==> src/rtl/vnu_3.sv <==
// vnu_3: pipelined degree-3 variable-node unit.
//
// Decodes the channel message and three c2v messages from the 4-bit index code
// into signed odd integers, sums them, forms the extrinsic v2c message for each
// edge (total minus that edge's own c2v), requantises and re-encodes it.
// Three registered stages give a fixed three-cycle latency at one message per cycle.
//
// Ports:
//   sys_clk                      clock, rising edge
//   rstn                         asynchronous active-low reset
//   in_valid                     qualifies ch_msg / ch_to_var_* this cycle
//   ch_msg                       channel message (index code)
//   ch_to_var_0..2               c2v messages (index code)
//   var_to_ch_0..2               extrinsic v2c messages (index code)
//   out_valid                    qualifies var_to_ch_* this cycle
//   msg_cnt                      count of out_valid pulses since reset, wraps
//   hard_decision                sign of the total (1 when T >= 0);
//                                present only when VNU_DECISION_EN is defined
//
// Optional feature macro: VNU_DECISION_EN.

module vnu_3 #(
    parameter int unsigned VN_DEGREE = 3,
    parameter int unsigned QUAN_SIZE = 4,
    parameter int unsigned MAG_SIZE  = 3,
    parameter int unsigned SUM_WIDTH = 8,
    parameter int unsigned RQ_SHIFT  = 1
) (
    input  logic                 sys_clk,
    input  logic                 rstn,
    input  logic                 in_valid,
    input  logic [QUAN_SIZE-1:0] ch_msg,
    input  logic [QUAN_SIZE-1:0] ch_to_var_0,
    input  logic [QUAN_SIZE-1:0] ch_to_var_1,
    input  logic [QUAN_SIZE-1:0] ch_to_var_2,
    output logic [QUAN_SIZE-1:0] var_to_ch_0,
    output logic [QUAN_SIZE-1:0] var_to_ch_1,
    output logic [QUAN_SIZE-1:0] var_to_ch_2,
    output logic                 out_valid,
    output logic [15:0]          msg_cnt
`ifdef VNU_DECISION_EN
    ,
    output logic                 hard_decision
`endif
);

    localparam int unsigned MagMax = (1 << MAG_SIZE) - 1;

    typedef logic signed [SUM_WIDTH-1:0] sval_t;

    // Index code -> signed odd value: low bits are the magnitude when the sign
    // bit is set and its complement otherwise.
    function automatic sval_t decode(input logic [QUAN_SIZE-1:0] code);
        logic             s;
        logic [MAG_SIZE-1:0] m;
        sval_t            odd;
        s   = code[QUAN_SIZE-1];
        m   = ~(code[MAG_SIZE-1:0] ^ {MAG_SIZE{s}});
        odd = SUM_WIDTH'({m, 1'b1});
        return s ? odd : -odd;
    endfunction

    // Signed odd extrinsic -> saturated index code.
    function automatic logic [QUAN_SIZE-1:0] encode(input sval_t e);
        logic [SUM_WIDTH-1:0] abs_e;
        logic [SUM_WIDTH-1:0] q;
        logic [MAG_SIZE-1:0]  mag;
        abs_e = e[SUM_WIDTH-1] ? -e : e;
        q     = ((abs_e - SUM_WIDTH'(1)) >> 1) >> RQ_SHIFT;
        if (q > SUM_WIDTH'(MagMax)) begin
            mag = MAG_SIZE'(MagMax);
        end else begin
            mag = q[MAG_SIZE-1:0];
        end
        return (e > 0) ? {1'b1, mag} : {1'b0, ~mag};
    endfunction

    logic [QUAN_SIZE-1:0] c2v_in [VN_DEGREE];
    assign c2v_in[0] = ch_to_var_0;
    assign c2v_in[1] = ch_to_var_1;
    assign c2v_in[2] = ch_to_var_2;

    // Stage 1: decoded inputs.
    logic  s1_valid_q;
    sval_t s1_ch_q;
    sval_t s1_c_q [VN_DEGREE];
    // Stage 2: total plus the c2v values needed for the extrinsic subtraction.
    logic  s2_valid_q;
    sval_t s2_t_q;
    sval_t s2_c_q [VN_DEGREE];
    // Stage 3: registered outputs.
    logic                 s3_valid_q;
    logic [QUAN_SIZE-1:0] v2c_q [VN_DEGREE];
    logic [15:0]          msg_cnt_q;
    sval_t                s2_t_d;

    always_comb begin
        s2_t_d = s1_ch_q;
        for (int i = 0; i < VN_DEGREE; i++) begin
            s2_t_d = s2_t_d + s1_c_q[i];
        end
    end

    always_ff @(posedge sys_clk or negedge rstn) begin
        if (!rstn) begin
            s1_valid_q <= 1'b0;
            s2_valid_q <= 1'b0;
            s3_valid_q <= 1'b0;
            s1_ch_q    <= '0;
            s2_t_q     <= '0;
            msg_cnt_q  <= '0;
            for (int i = 0; i < VN_DEGREE; i++) begin
                s1_c_q[i] <= '0;
                s2_c_q[i] <= '0;
                v2c_q[i]  <= '0;
            end
        end else begin
            s1_valid_q <= in_valid;
            s2_valid_q <= s1_valid_q;
            s3_valid_q <= s2_valid_q;
            msg_cnt_q  <= msg_cnt_q + {15'd0, s3_valid_q};
            if (in_valid) begin
                s1_ch_q <= decode(ch_msg);
                for (int i = 0; i < VN_DEGREE; i++) begin
                    s1_c_q[i] <= decode(c2v_in[i]);
                end
            end
            if (s1_valid_q) begin
                s2_t_q <= s2_t_d;
                for (int i = 0; i < VN_DEGREE; i++) begin
                    s2_c_q[i] <= s1_c_q[i];
                end
            end
            if (s2_valid_q) begin
                for (int i = 0; i < VN_DEGREE; i++) begin
                    v2c_q[i] <= encode(s2_t_q - s2_c_q[i]);
                end
            end
        end
    end

`ifdef VNU_DECISION_EN
    logic hd_q;

    always_ff @(posedge sys_clk or negedge rstn) begin
        if (!rstn) begin
            hd_q <= 1'b0;
        end else if (s2_valid_q) begin
            hd_q <= ~s2_t_q[SUM_WIDTH-1];
        end
    end

    assign hard_decision = hd_q;
`endif

    assign var_to_ch_0 = v2c_q[0];
    assign var_to_ch_1 = v2c_q[1];
    assign var_to_ch_2 = v2c_q[2];
    assign out_valid   = s3_valid_q;
    assign msg_cnt     = msg_cnt_q;

endmodule

==> config.mk <==
export PLATFORM = sky130hd
export DESIGN_NAME = vnu_3
export DESIGN_NICKNAME = d
export VERILOG_FILES = /design/src/rtl/vnu_3.sv
export SDC_FILE = /design/constraint.sdc
export NUM_CORES = 1
export LEC_CHECK = 0
export BUFFER_PORTS_ARGS = -buffer_cell sky130_fd_sc_hd__buf_2
export CAP_MARGIN = 40
export CORE_UTILIZATION = 45
export DETAILED_ROUTE_END_ITERATION = 16
export SLEW_MARGIN = 20
export SYNTH_ARGS = -nofsm -noshare
export SYNTH_HDL_FRONTEND = slang
export SYNTH_SLANG_ARGS = --single-unit
==> constraint.sdc <==
create_clock -name sys_clk -period 9.62 [get_ports sys_clk]
set_input_delay 1.924 -clock sys_clk [delete_from_list [all_inputs] [get_ports sys_clk]]
set_output_delay 1.924 -clock sys_clk [all_outputs]
set_load 0.05 [all_outputs]
==> impl_metrics.yaml, run 1 <==
cts:
  cts.sink_count: 68
  cts_resized: 0
  cts_tree: "built"
  cts_buffer_depth: 2
  post_cts_buffers: 0
  cts_hold_buffers: 0
  clk_pin_slew_ns: 0.06
  cts-root-buf: "clkbuf_16"
  numCtsBuffers: 9
  clock_latency_ns: 0.33
  htreeDepth: 3
grt:
  first_global_vias: 3812
  overflow: 0
  grt_first_pass_wirelength_um: 17850
  grt_usage_pct: 19.68
  use_met1_pct: 25.70
  grt_max_degree: 52
  grt_busiest_layer: "met2"
  grt_use_met3_pct: 3.074
  antenna_found_initial: 0
  grtUsageMet2_pct: 32.48
power:
  p_clk_share_pct: 15.6
  seqPwrFrac_pct: 18.8
  power.total_mw: 2.303
  powerDensity_nw_per_um2: 397.2
  ir_drop_mv: 0.1660
  intPower_mw: 1.237
  switching_share_pct: 46.29
  p_leak_nw: 2.657
  p_sw_mw: 1.066
  combPwrFrac_pct: 65.6
finish:
  final_nets: 634
  syn_to_final_growth_pct: 14.09
  fin_area_um2: 5797
  diodes: 0
  drive_above_1_share_pct: 17.91
  stdcell_count: 715
  layout_commonest_cell: "dfrtp_1"
  seqCellArea_um2: 1702
  final_cell_mix: "dfrtp_1, buf_2, inv_1, nand2_1"
  fillerInstances: 1021
  multi_input_area_um2: 3159
timing:
  setup_violations: 0
  finClkSkew_ns: 0.006314
  min_period_over_period_pct: 39.59
  max_freq_mhz: 262.5
  worst_pin_slew_ns: 0.7695
  hold_viol: 0
  period_minus_slack_ns: 3.809
  maxSlewViolCount: 0
  holdWs_ns: 0.4686
  max_slew_margin_pct: 48.70
  fin_setup_tns_ns: 0
  grt_setup_unrepaired: "false"
critical_path:
  cpPeakStageDelay_ns: 0.80
  worstSetupPathType: "reg -> reg"
  cp.required_ns: 9.87
  reg2reg_to: "var_to_ch_2[1]"
  worstPathMaxFanout: 22
  r2r_start: "s2_c_q[16]"
  reg2reg_setup_slack_ns: 5.81
  crit_chain: "inv_1 > fa_1 > xnor2_1 > and2_0 > nor4_1 > a32oi_1 > mux2_2 > a31oi_1 > nor2_1 > xor2_1 > a21oi_1"
  arrival_ns: 4.06
  critical_path.slowest_cell: "dfrtp_1"
  ff2ff_path_depth: 11
  cp-start-kind: "register"
  cp-end-kind: "register"
floorplanning:
  placementRows: 38
  die_h_um: 108.3
  die_area_um2: 11720
  initial_core_util_pct: 46.46
  core_um2: 10940
  io-pin-count: 48
  fp.dieW_um: 108.3
route:
  drt_iter0_drc: 211
  drcViolationCount: 0
  dr.pass1.iters: 4
  viasPerCell: 5.439
  via_count: 3889
  ant_nets: 0
  wl_per_cell_um: 14.38
  drt_wl_total_um: 10290
hold_path:
  hp-class: "reg -> reg"
  holdPathEnd: "msg_cnt[15]"
  hold_path_startpoint: "msg_cnt[15]"
  hold-path-cell-count: 1
flow_run:
  max_cap_violations: 0
synth:
  synthCells: 526
  synth_seq_area_share_pct: 33.49
  synth_edf_count: 0
  synth_area_per_cell_um2: 9.660
  synth_cell_types: 69
  yosys_most_used_dff: "dfrtp_1"
  ys_warn_count: 0
  async_flop_share_pct: 100.0
  synth_area_um2: 5081
  synth_nets: 590
  ys_ff_latch: 68
place:
  hpwl_um: 7965
  place_area_um2: 5468
  place_congestion: 0.7959
  io_buffers: 47
  dp_cells: 699
outcome:
  outcome: "completed"
-- worst max-delay path: cells and delay by family, from the launching register on --
family	cells	cell delay [ns]
AOI/OAI and AO/OA	3	0.66
DFF	1	0.80
muxes	1	0.36
adders and majority gates	1	0.47
and+or+nand+nor	3	0.60
buffers and inverters	1	0.27
xor gates and xnor gates	2	0.56
-- flip-flops by register name, indices dropped and copies added (netlist names) --
register	count
s1_valid_q	1
s2_t_q	7
msg_cnt	16
s1_ch_q	5
var_to_ch_1	4
out_valid	1
s2_c_q	13
s1_c_q	12
var_to_ch_0	4
s2_valid_q	1
var_to_ch_2	4
-- through the flow --
stage / util (%) / worst slack [ns]
after detailed placement: 50.00 / 5.827
after global placement: 49.61 / 5.997
after floorplan: - / 6.464
after global routing: 53.01 / 5.494
final: 53.01 / 5.811
after CTS: 53.01 / 5.821
-- how the worst max path moves through the flow --
| stage | slack, ns | start | cells after the start | endpoint |
|---|---|---|---|---|
| global route | 5.49 | s2_c_q[16] | 11 | var_to_ch_2[0] |
| finish | 5.81 | s2_c_q[16] | 11 | var_to_ch_2[1] |
| CTS | 5.82 | s2_c_q[16] | 11 | var_to_ch_2[1] |
| detailed placement | 5.83 | s2_c_q[16] | 11 | var_to_ch_2[1] |
| floorplan | 6.46 | s2_t_q[1] | 10 | var_to_ch_1[1] |
| global placement | 6.00 | s2_c_q[16] | 12 | var_to_ch_1[0] |
-- metal layers --
metal  part of all wire [%]  wire, um
met4                    1.3       130
met2                     47      4811
met1                     48      4983
met3                    3.5       360
met5                      0         0
-- power groups by stage --
stage / Combinational [mW] / Sequential [mW] / Clock, mW
3_5_place_dp: 1.51 / 0.440 / 0
3_3_place_gp: 1.47 / 0.439 / 0
2_1_floorplan: 1.13 / 0.547 / 0
4_1_cts: 1.52 / 0.436 / 0.370
6_report: 1.51 / 0.433 / 0.359
5_1_grt: 1.68 / 0.445 / 0.382
-- synth_stat cells (2+ instances only) --
library cell	n	share of area (%)
mux2_2	18	4.0
buf_1	2	0.15
and2_1	7	0.86
nand2b_1	8	0.99
dfrtp_1	68	33
inv_1	39	2.9
a31oi_1	4	0.49
or3_1	6	0.74
ha_1	32	7.9
nand2_1	39	2.9
o21ai_0	32	3.2
and3b_1	2	0.34
mux2i_1	15	3.0
nand4_1	5	0.62
or2_2	4	0.49
a211oi_1	5	0.74
a21oi_1	23	2.3
a21o_1	9	1.3
o211ai_1	8	1.2
clkbuf_1	12	0.89
xor2_1	19	3.3
and2_0	2	0.25
o22ai_1	3	0.37
nor3_1	11	1.1
and3_1	6	0.74
nor3b_1	3	0.44
nand3_1	8	0.79
mux2_1	2	0.44
buf_2	2	0.20
nor2b_1	7	0.86
o21a_1	6	0.89
o31a_4	2	0.69
fa_1	13	5.1
nor2_1	32	2.4
nor4_1	4	0.49
xnor2_1	30	5.2
a211o_1	4	0.69
a2111oi_2	2	0.59
o32a_1	2	0.39
-- cell type report --
type | instances | area share [%]
timing repair buffer | 50 | 4.921
tap | 140 | 3.022
clock buffer | 13 | 4.490
sequential | 68 | 29.35
inverter | 39 | 2.525
multi-input combinational | 402 | 54.50
clock inverter | 3 | 1.187
-- cell families (layout without fill, tap and decap cells) --
kind of cell	count (synthesis)	count (layout)	synth area share, %
simple gates	152	152	15.44
fa+ha+maj	45	45	13.00
compound gates	117	117	16.28
mux	35	35	7.387
flops	68	68	33.49
xor+xnor	53	53	10.07
buf+inv	56	105	4.334
Power figures use the tool's default switching activity.
==> inputs of run 2 (changes only) <==
- clock period: 9.62 -> 3.6 ns (I/O delays scaled with it)
==> run 2 against run 1 <==
Net effect:
- die area unchanged
- via count down 2.1%
- core utilization fell by 0.65 points
- setup slack got worse by 5.5 ns
- routed wire length is 1.5% lower
- clock-buffer cell count is 1 lower
- maximum frequency up 14%
- critical path depth decreased by 1
- cell count is 0.28% higher
- critical path type unchanged
- highest routed layer unchanged
==> impl_metrics.yaml, run 2 (synthesis gave the netlist of run 1 again) <==
power:
  power.total_mw: 5.990
  p_sw_mw: 2.853
  switching_share_pct: 47.64
  powerDensity_nw_per_um2: 1046
  intPower_mw: 3.136
  combPwrFrac_pct: 67.5
  seqPwrFrac_pct: 19.1
  p_leak_nw: 2.625
  p_clk_share_pct: 13.3
  ir_drop_mv: 0.4716
critical_path:
  critical_path.top_delay_family: "compound AO/OA/AOI/OAI gates"
  crit_chain: "ha_1 > nor2b_1 > o31a_4 > o31a_1 > o31a_4 > mux2_1 > and3_1 > nor4b_2 > mux2_1 > a211oi_1"
  cp-start-kind: "register"
  cp-end-kind: "register"
  worst-path-stages: 10
  cp.required_ns: 3.84
  arrival_ns: 3.57
  worstSetupPathType: "reg -> reg"
  cpPeakStageDelay_ns: 0.47
  critical_path_buf_inv_count: 0
  critical_path.slowest_cell: "dfrtp_1"
  ff2ff_path_depth: 10
  worstPathMaxFanout: 6
hold_path:
  hp-class: "in -> async"
route:
  dr.pass1.iters: 4
  via_count: 3807
  ant_nets: 0
  drcViolationCount: 0
  drt_iter0_drc: 157
  wl_per_cell_um: 14.13
  viasPerCell: 5.310
  drt_wl_total_um: 10130
floorplanning:
  core_um2: 10940
  die_area_um2: 11720
  placementRows: 38
  io-pin-count: 48
  fp.dieW_um: 108.3
  die_h_um: 108.3
  initial_core_util_pct: 46.46
timing:
  grt_setup_unrepaired: "false"
  min_period_over_period_pct: 92.47
  period_minus_slack_ns: 3.329
  holdWs_ns: 0.3935
  fin_setup_tns_ns: 0
  worst_pin_slew_ns: 0.7867
  max_freq_mhz: 300.4
  maxSlewViolCount: 0
  hold_viol: 0
  finClkSkew_ns: 0.006072
  setup_violations: 0
  max_slew_margin_pct: 47.55
flow_run:
  max_cap_violations: 0
cts:
  post_cts_buffers: 0
  htreeDepth: 3
  numCtsBuffers: 9
  clk_pin_slew_ns: 0.06
  cts-root-buf: "clkbuf_16"
  cts_tree: "built"
  cts_resized: 0
  cts_buffer_depth: 2
  cts.sink_count: 68
  cts_hold_buffers: 0
  clock_latency_ns: 0.33
finish:
  final_nets: 636
  layout_commonest_cell: "dfrtp_1"
  syn_to_final_growth_pct: 12.68
  largest_register_ffs: 16
  final_cell_mix: "dfrtp_1, buf_2, inv_1, nand2_1"
  diodes: 0
  stdcell_count: 717
  drive_above_1_share_pct: 18.02
outcome:
  outcome: "completed"
place:
  dp_cells: 701
  io_buffers: 47
  place_congestion: 0.8262
  hpwl_um: 7856
grt:
  grt_usage_pct: 19.54
  overflow: 0
  antenna_found_initial: 0
  grt_max_degree: 28
  first_global_vias: 3799
  grt_first_pass_wirelength_um: 17670
-- run 2: cell types whose count changed in the layout (fill, tap and decap cells not counted) --
cell        previous run  this run
buf_4                  1         4
bufinv_16              2         0
clkbuf_8               2         0
clkinv_2               0         2
buf_16                 1         0
clkbuf_1               2         3
clkinvlp_4             0         1
-- run 2: final cells by class --
| class | count | area, um^2 |
|---|---|---|
| multi-input cells | 402 | 3159 |
| well taps | 140 | 175.2 |
| fillers | 1035 | 5210 |
| clock buffers | 12 | 236.5 |
| repair buffers | 52 | 280.3 |
| clock inverters | 4 | 26.28 |
| inverters | 39 | 146.4 |
| flip-flops and latches | 68 | 1702 |
-- run 2: metal layers --
metal	track usage (%)	wire length, um	up-vias
met5	0	0	-
met4	8.301	170	0
met3	3.315	233	12
met2	31.98	4869	47
met1	25.50	4858	1803
li1	-	-	1945
-- run 2: final timing paths --
path | start | to | slack [ns]
setup / recovery | s2_t_q[1] | var_to_ch_1[0] | 0.27
hold / removal | rstn | msg_cnt[11] | 0.39
setup reg to reg | s2_t_q[1] | var_to_ch_1[0] | 0.27
hold reg to reg | msg_cnt[15] | msg_cnt[15] | 0.46
max in group asynchronous | rstn | s2_c_q[6] | 2.49
min in group sys_clk | msg_cnt[15] | msg_cnt[15] | 0.46
-- run 2: metrics by stage --
stage	cell area (um^2)	util [%]	setup slack, ns
detailed placement	5463	49.95	0.2658
global route	5725	52.36	0.08140
CTS	5725	52.36	0.2512
floorplan	5081	-	0.4440
finish	5725	52.36	0.2712
global placement	5448	49.82	0.3313
-- run 2: power groups by stage --
stage	clock, mW	combinational (mW)	sequential (mW)
after floorplan	0	3.03	1.46
after global routing	0.858	4.51	1.18
after detailed placement	0	4.04	1.17
final	0.798	4.04	1.15
after global placement	0	3.94	1.16
after CTS	0.827	4.07	1.15
